`src/rtl/sort_ascending_pipe_pkg.sv`:
```
// Shared definitions for the pipelined odd-even transposition sorter:
// legal size limits, slot roles within a stage and the median tap index.
package sort_ascending_pipe_pkg;

   localparam int MIN_INPUTS = 2;
   localparam int MAX_INPUTS = 81;

   // Role a slot plays in one stage of the network.
   typedef enum logic [1:0] {
      SLOT_PASS,
      SLOT_LO,
      SLOT_HI
   } slot_role_e;

   // Even stages pair (0,1),(2,3)...; odd stages pair (1,2),(3,4)...
   function automatic int pair_base(input int stage);
      return stage % 2;
   endfunction

   function automatic bit is_pair_lo(input int stage, input int k, input int n);
      return (k >= pair_base(stage)) && (((k - pair_base(stage)) % 2) == 0) && (k + 1 < n);
   endfunction

   function automatic slot_role_e slot_role(input int stage, input int k, input int n);
      if (is_pair_lo(stage, k, n)) begin
         return SLOT_LO;
      end
      if ((k > 0) && is_pair_lo(stage, k - 1, n)) begin
         return SLOT_HI;
      end
      return SLOT_PASS;
   endfunction

   // Lower median for even window sizes.
   function automatic int median_index(input int n);
      return (n - 1) / 2;
   endfunction

endpackage

```
`src/rtl/sort_ascending_pipe_if.sv`:
```
// Window-in / sorted-window-out bus of the median-filter sorter.
interface sort_ascending_pipe_if #(
   parameter int DATA_WIDTH = 8,
   parameter int NUM_INPUTS = 9,
   parameter int TAG_WIDTH  = 1
);

   // Handshake: a window moves across a side on a rising clk edge where its
   // valid and ready are both 1. Valid never waits on ready, and i_ready
   // depends only on o_valid/o_ready, never on i_valid.
   logic                             i_valid;
   logic                             i_ready;
   logic [NUM_INPUTS*DATA_WIDTH-1:0] i_data;
   logic [TAG_WIDTH-1:0]             i_tag;
   logic                             o_valid;
   logic                             o_ready;
   logic [NUM_INPUTS*DATA_WIDTH-1:0] o_data;
   logic [TAG_WIDTH-1:0]             o_tag;
   logic [DATA_WIDTH-1:0]            o_min;
   logic [DATA_WIDTH-1:0]            o_mid;
   logic [DATA_WIDTH-1:0]            o_max;

   modport master (
      output i_valid, i_data, i_tag, o_ready,
      input  i_ready, o_valid, o_data, o_tag, o_min, o_mid, o_max
   );

   modport slave (
      input  i_valid, i_data, i_tag, o_ready,
      output i_ready, o_valid, o_data, o_tag, o_min, o_mid, o_max
   );

endinterface

```
`src/rtl/sort_ascending_pipe_cas.sv`:
```
// Combinational compare-and-swap cell; lo receives the value belonging in the
// lower slot, and equal samples are never swapped.
module sort_ascending_pipe_cas #(
   parameter int DATA_WIDTH = 8,
   parameter int DESCENDING = 0
) (
   input  logic [DATA_WIDTH-1:0] a,
   input  logic [DATA_WIDTH-1:0] b,
   output logic [DATA_WIDTH-1:0] lo,
   output logic [DATA_WIDTH-1:0] hi
);

   logic swap;

   always_comb begin
      swap = (DESCENDING != 0) ? (a < b) : (a > b);
      lo   = swap ? b : a;
      hi   = swap ? a : b;
   end

endmodule

```
`src/rtl/sort_ascending_pipe.sv`:
```
// Pipelined NUM_INPUTS-stage odd-even transposition sorter with a tag sideband,
// one window per clock, and a global stall when the output is blocked.
module sort_ascending_pipe
   import sort_ascending_pipe_pkg::*;
#(
   parameter int DATA_WIDTH = 8,
   parameter int NUM_INPUTS = 9,
   parameter int TAG_WIDTH  = 1,
   parameter int DESCENDING = 0
) (
   input logic                  clk,
   input logic                  rst,
   sort_ascending_pipe_if.slave bus
);

   localparam int LAST = NUM_INPUTS - 1;
   localparam int MID  = median_index(NUM_INPUTS);

   if ((NUM_INPUTS < MIN_INPUTS) || (NUM_INPUTS > MAX_INPUTS)) begin : g_bad_num_inputs
      $fatal(1, "sort_ascending_pipe: NUM_INPUTS=%0d outside 2..81", NUM_INPUTS);
   end
   if (TAG_WIDTH < 1) begin : g_bad_tag_width
      $fatal(1, "sort_ascending_pipe: TAG_WIDTH must be at least 1");
   end

   logic [DATA_WIDTH-1:0] src    [NUM_INPUTS][NUM_INPUTS];
   logic [DATA_WIDTH-1:0] nxt    [NUM_INPUTS][NUM_INPUTS];
   logic [DATA_WIDTH-1:0] data_q [NUM_INPUTS][NUM_INPUTS];
   logic [TAG_WIDTH-1:0]  tag_q  [NUM_INPUTS];
   logic [NUM_INPUTS-1:0] valid_q;
   logic                  stall;

   assign stall       = valid_q[LAST] & ~bus.o_ready;
   assign bus.i_ready = ~stall;

   // Stage s sorts pairs of the previous stage's register (the input bus for s=0).
   for (genvar s = 0; s < NUM_INPUTS; s++) begin : g_stage
      for (genvar k = 0; k < NUM_INPUTS; k++) begin : g_src
         if (s == 0) begin : g_in
            assign src[s][k] = bus.i_data[k*DATA_WIDTH +: DATA_WIDTH];
         end else begin : g_prev
            assign src[s][k] = data_q[s-1][k];
         end
      end

      for (genvar k = 0; k < NUM_INPUTS; k++) begin : g_slot
         if (slot_role(s, k, NUM_INPUTS) == SLOT_LO) begin : g_cas
            sort_ascending_pipe_cas #(
               .DATA_WIDTH (DATA_WIDTH),
               .DESCENDING (DESCENDING)
            ) u_cas (
               .a  (src[s][k]),
               .b  (src[s][k+1]),
               .lo (nxt[s][k]),
               .hi (nxt[s][k+1])
            );
         end else if (slot_role(s, k, NUM_INPUTS) == SLOT_PASS) begin : g_pass
            assign nxt[s][k] = src[s][k];
         end
      end
   end

   // Bubbles advance their valid bit but leave the data/tag registers untouched.
   always_ff @(posedge clk or posedge rst) begin
      if (rst) begin
         valid_q <= '0;
         for (int s = 0; s < NUM_INPUTS; s++) begin
            tag_q[s] <= '0;
            for (int k = 0; k < NUM_INPUTS; k++) begin
               data_q[s][k] <= '0;
            end
         end
      end else if (!stall) begin
         valid_q <= {valid_q[LAST-1:0], bus.i_valid};
         if (bus.i_valid) begin
            data_q[0] <= nxt[0];
            tag_q[0]  <= bus.i_tag;
         end
         for (int s = 1; s < NUM_INPUTS; s++) begin
            if (valid_q[s-1]) begin
               data_q[s] <= nxt[s];
               tag_q[s]  <= tag_q[s-1];
            end
         end
      end
   end

   for (genvar k = 0; k < NUM_INPUTS; k++) begin : g_out
      assign bus.o_data[k*DATA_WIDTH +: DATA_WIDTH] = data_q[LAST][k];
   end

   assign bus.o_valid = valid_q[LAST];
   assign bus.o_tag   = tag_q[LAST];
   assign bus.o_min   = data_q[LAST][0];
   assign bus.o_mid   = data_q[LAST][MID];
   assign bus.o_max   = data_q[LAST][LAST];

endmodule

```
`src/flat_wrapper.sv`:
```
// flat-port wrapper written by rule: the top's interface ports become plain ports
module sort_ascending_pipe_flat import sort_ascending_pipe_pkg::*;
#(
   parameter int DATA_WIDTH = 8,
   parameter int NUM_INPUTS = 9,
   parameter int TAG_WIDTH  = 1,
   parameter int DESCENDING = 0
)
  (clk, rst, bus_i_valid, bus_i_data, bus_i_tag, bus_o_ready, bus_i_ready, bus_o_valid, bus_o_data, bus_o_tag, bus_o_min, bus_o_mid, bus_o_max);
  sort_ascending_pipe_if #(.DATA_WIDTH(DATA_WIDTH), .NUM_INPUTS(NUM_INPUTS), .TAG_WIDTH(TAG_WIDTH)) bus_i ();
  input logic clk;
  input logic rst;
  input wire logic [$bits(bus_i.i_valid)-1:0] bus_i_valid;
  input wire logic [$bits(bus_i.i_data)-1:0] bus_i_data;
  input wire logic [$bits(bus_i.i_tag)-1:0] bus_i_tag;
  input wire logic [$bits(bus_i.o_ready)-1:0] bus_o_ready;
  output wire logic [$bits(bus_i.i_ready)-1:0] bus_i_ready;
  output wire logic [$bits(bus_i.o_valid)-1:0] bus_o_valid;
  output wire logic [$bits(bus_i.o_data)-1:0] bus_o_data;
  output wire logic [$bits(bus_i.o_tag)-1:0] bus_o_tag;
  output wire logic [$bits(bus_i.o_min)-1:0] bus_o_min;
  output wire logic [$bits(bus_i.o_mid)-1:0] bus_o_mid;
  output wire logic [$bits(bus_i.o_max)-1:0] bus_o_max;
  assign bus_i.i_valid = bus_i_valid;
  assign bus_i.i_data = bus_i_data;
  assign bus_i.i_tag = bus_i_tag;
  assign bus_i.o_ready = bus_o_ready;
  assign bus_i_ready = bus_i.i_ready;
  assign bus_o_valid = bus_i.o_valid;
  assign bus_o_data = bus_i.o_data;
  assign bus_o_tag = bus_i.o_tag;
  assign bus_o_min = bus_i.o_min;
  assign bus_o_mid = bus_i.o_mid;
  assign bus_o_max = bus_i.o_max;
  sort_ascending_pipe #(.DATA_WIDTH(DATA_WIDTH), .NUM_INPUTS(NUM_INPUTS), .TAG_WIDTH(TAG_WIDTH), .DESCENDING(DESCENDING)) u_core (.clk(clk), .rst(rst), .bus(bus_i));
endmodule
```
`config.mk`:
```
export PLATFORM = sky130hd
export DESIGN_NAME = sort_ascending_pipe_flat
export DESIGN_NICKNAME = d
export VERILOG_FILES = /design/src/rtl/sort_ascending_pipe_pkg.sv /design/src/rtl/sort_ascending_pipe_if.sv /design/src/rtl/sort_ascending_pipe_cas.sv /design/src/rtl/sort_ascending_pipe.sv /design/src/flat_wrapper.sv
export SDC_FILE = /design/constraint.sdc
export NUM_CORES = 2
export LEC_CHECK = 0
export ABC_AREA = 1
export ABC_CLOCK_PERIOD_IN_PS = 29000
export BUFFER_PORTS_ARGS = -buffer_cell sky130_fd_sc_hd__buf_4
export CAP_MARGIN = 25
export CELL_PAD_IN_SITES_DETAIL_PLACEMENT = 1
export CELL_PAD_IN_SITES_GLOBAL_PLACEMENT = 1
export CORE_MARGIN = 2
export CORE_UTILIZATION = 44
export CTS_BUF_LIST = sky130_fd_sc_hd__clkbuf_16
export DETAILED_ROUTE_END_ITERATION = 12
export PLACE_DENSITY_LB_ADDON = 0.1
export SETUP_SLACK_MARGIN = 0.4
export SLEW_MARGIN = 30
export SYNTH_ARGS = -nofsm -noshare
export SYNTH_HDL_FRONTEND = slang
export SYNTH_SLANG_ARGS = --single-unit
```
`constraint.sdc`:
```
create_clock -name clk -period 29 [get_ports clk]
set_input_delay 7.25 -clock clk [delete_from_list [all_inputs] [get_ports clk]]
set_output_delay 7.25 -clock clk [all_outputs]
set_load 0.005 [all_outputs]
```
# After elaboration in Yosys (flattened, before gate mapping)
# Index checks and enable logic that the tools add are counted.
word_totals:
  ff_bits: 666
  elab_cells: 211
classes:
  n_reduce_logical: 9
  n_mux: 72
  order_cmp: 36
  bitwise_logic: 3
op_table:
  columns: ["operator", "count"]
  rows:
  - ["$mux 8", 72]
  - ["$gt 8x8->1", 36]
  - ["$reduce_and 2->1", 9]
  - ["$not 1->1", 2]
  - ["$and 1x1->1", 1]

# Logic depth before layout (Yosys ltp)
logic_depth:
  word_depth: 4
  mapped_depth: 14

# Modules after synthesis
# A second synthesis with hierarchy kept.
hier_totals:
  hier_cells: 6112
  area_unflattened_um2: 46777.4
by_module_without_submodules:
  columns: ["mod", "area_per_inst_um2", "cells_per_inst", "instances"]
  rows:
  - ["sort_ascending_pipe", 27273.7, 2980, 1]
  - ["sort_ascending_pipe_cas", 541.8, 87, 36]

# Worst setup path before layout
# OpenSTA, ideal clock, no wires.
synth_timing:
  kind: "in2out"
  from: "in bus_o_ready"
  to: "out bus_i_ready"
  setup_slack_ns: 14.028
  stages: 3
  required_ns: 21.750
  path_buffers: 1
  t_arrival_ns: 7.722
  cell_sequence: "nor2_4 > inv_1 > clkbuf_1"
synth_between:
  elab_chain_cells: 3
synth_rtl:
  columns: ["element", "line", "rtl"]
  rows:
  - ["from (decl)", "flat_wrapper.sv:16", "input wire logic [$bits(bus_i.o_ready)-1:0] bus_o_ready;"]
  - ["$not 1->1", "sort_ascending_pipe.sv:33", "assign stall = valid_q[LAST] & ~bus.o_ready;"]
  - ["$and 1x1->1", "sort_ascending_pipe.sv:33", null]
  - ["$not 1->1 (no line)", null, null]
  - ["to (decl)", "flat_wrapper.sv:17", "output wire logic [$bits(bus_i.i_ready)-1:0] bus_i_ready;"]
# No other way between the ends.

# Worst setup path after layout
# Same ends and word-level chain as after synthesis.

==> results.md <==
* Status: completed
* Hold/Removal Path Class: reg -> reg
* Core footprint at 91700 sq um
* # port buffers at around 180
* GP Congestion at 0.823
* Sequential share of the synthesized area at 40.9%
* Post-cts resize count at 0
* Worst r2r src: u_core.valid_q[8]
* Root buf cell: clkbuf_16
* Die area at 95000 sq um
* Setup TNS at 0 ps
* Worst reg2reg path depth at 10
* # hold bufs at CTS at 0
* WP data arrival at 8340 ps
* Initial antenna violation count at 1
* Drc violations at 0
* Hold EP: u_core.data_q[550]
* Commonest non-fill, non-tap cell in the layout: nand2_1
* Clock Path Buffers at 3
* Clock Sinks at 666
* Mapped Nets at between 6000 and 7000
* RSZ-0062 raised after global routing: false
* Initial Util at between 40% and 50%
* Fmax at 0.0641 GHz
* Vias in the first global route at between 30000 and 40000
* Synth area leader: dfrtp_1
* Kind of end point of the critical path: output port
* Setup bufs post-CTS at 0
* Overflow left after global routing at 0
* Hold Path Depth at 2
* Starting DRT DRC Count at 1731
* Synth warnings at 0
* H-tree depth at 3
* Critical Path Fanout Max at 11
* First-pass GRT wire length at 179000 um
* Crit Path Class: in -> out
* Die Span X at 308 um
* Detailed-route via count at 35400
* Minimum clock period at 15590 ps
* # diodes at 0
* Skew-Pair Late Insertion Delay at 630 ps
* Synth area leaders: dfrtp_1, nand2_1, nand3_1, ha_1, inv_1
* Mapped Cells at about 5700
* Library cells used by synthesis at 19
* Avg WL per Cell at 15.0 um
* Final setup fails at 0
* Average size of a mapped cell at ~7 sq um
* Clk_skew at roughly 17 ps
* Reg clk slew, reported paths at 60 ps
* Max Cap Violations at 0
* P_leak at around 26 nW
* DP Cell Count at 6747
* Final hold vios at 0
* DP HPWL at approximately 74000 um
* Startpoint Class: primary input
* Proportion of layout cells with a drive suffix above 1 at 6.54%
* Final wirelength at 104000 um
* Tot GR Track Use at 22.2%
* Final hold slack at 475 ps
* Register bit total from synthesis at 666
* CTS tree: done
* Critical Path RT at approximately 22000 ps
* Most frequent cells in the layout: nand2_1, nand3_1, inv_1, dfrtp_1, ha_1
* Top Ports at 176
* VDD IR-drop max at 56.6 uV
* Pin count of the biggest net entering global routing at 84
* Max Slew Vio Count at 0
* Die H at 308 um
* FF-to-FF End: u_core.data_q[593]
* Final ANT Viol Nets at 0
* Vias/cell at 5.14
* Rows at around 110
* Least-Margin Pin Slew at roughly 860 ps
* Area growth syn-to-layout at 9.22%
* Synthesized area at 40700 sq um
* TritonCTS buffer count at 80
* R2R Setup Slk at ~26000 ps
* Fin cells at 6890
* 1st-pass router iterations at 5
* Hold Path Origin: u_core.data_q[550]
* Final period utilization at a little over half
* Fin nets at 6008
* Cell Pwr Density at 133 nW/um^2
* Slew headroom at a little over two fifths
* Yosys top cell area share at 40.9%
-- critical path: stages --
cell and delay, ps:
buf_4 120, nor2_4 490, inv_1 90, buf_4 220
buf_4 150
-- state kept, by name, indices dropped and copies added, names as in the netlist --
signal / cells
u_core.data_q: 576
u_core.bus.o_tag: 1
u_core.valid_q: 9
u_core.tag_q: 8
u_core.bus.o_max: 8
u_core.bus.o_min: 8
u_core.bus.o_data: 48
u_core.bus.o_mid: 8
-- metal layers --
layer	wire, um	global-route usage (%)	vias to the layer above	share of wire (%)
met3	3010	2.98	119	2.9
met2	50000	38.5	367	48
li1	-	-	17900	-
met1	49000	29.6	17100	47
met4	1500	4.31	2	1.5
met5	13	0	-	0.013
-- power breakdown --
group,total [W],internal (W),switching (W)
clock,0.000976,0.000569,0.000406
sequential,0.00164,0.00136,0.000288
combinational,0.00332,0.00111,0.00221
total,0.00594,0.00303,0.00291
-- synth_stat cells --
| cell | count |
|---|---|
| o21ai_0 | 66 |
| inv_2 | 7 |
| nor2_2 | 7 |
| dfrtp_1 | 666 |
| nand2_1 | 2211 |
| a21o_1 | 36 |
| clkbuf_1 | 137 |
| buf_2 | 80 |
| ha_1 | 288 |
| nand2_2 | 8 |
| o21ai_1 | 8 |
| nor2_4 | 1 |
| nand3_1 | 1152 |
| buf_1 | 14 |
| buf_4 | 110 |
| inv_1 | 716 |
| nor2_1 | 91 |
| nand4_2 | 36 |
| a21oi_1 | 72 |
-- kinds of logic (layout without fill, tap and decap cells) --
kind of cell               Yosys count  in the layout  synth area share, %
AOI/OAI and AO/OA                  182            182                 2.46
adders and majority gates          288            288                 8.85
buffers and inverters             1064           1062                 11.1
DFF                                666            666                 40.9
and+or+nand+nor                   3506           3506                 36.7
-- cell type report --
class | count | area, sq um
Timing Repair Buffer | 196 | 1480
Multi-Input combinational cell | 3976 | 19600
Inverter | 723 | 2740
Tap cell | 1186 | 1480
Sequential cell | 666 | 16700
Fill cell | 11800 | 47200
Clock buffer | 83 | 2080
Clock inverter | 60 | 437
-- worst max path at each step --
stage	startpoint	cells after the start	end	slack (ps)
after global placement	bus_o_ready	5	bus_i_ready	13420
after floorplan	rst	1	u_core.bus.o_data[10]	3080
final	bus_o_ready	5	bus_i_ready	13410
after CTS	bus_o_ready	5	bus_i_ready	13420
after detailed placement	bus_o_ready	5	bus_i_ready	13420
after global routing	bus_o_ready	5	bus_i_ready	13330
-- per-stage QoR --
| stage | setup WS [ps] | power, W | utilization [%] | instance area, sq um |
|---|---|---|---|---|
| after global placement | 13420 | 0.00484 | 45.8 | 42000 |
| after detailed placement | 13420 | 0.00500 | 45.8 | 42000 |
| after global routing | 13330 | 0.00665 | 48.5 | 44500 |
| after CTS | 13420 | 0.00602 | 48.5 | 44500 |
| after floorplan | 3080 | 0.00425 | - | 40700 |
| final | 13410 | 0.00594 | 48.5 | 44500 |
Note: power is estimated with default switching activity, not from simulation.
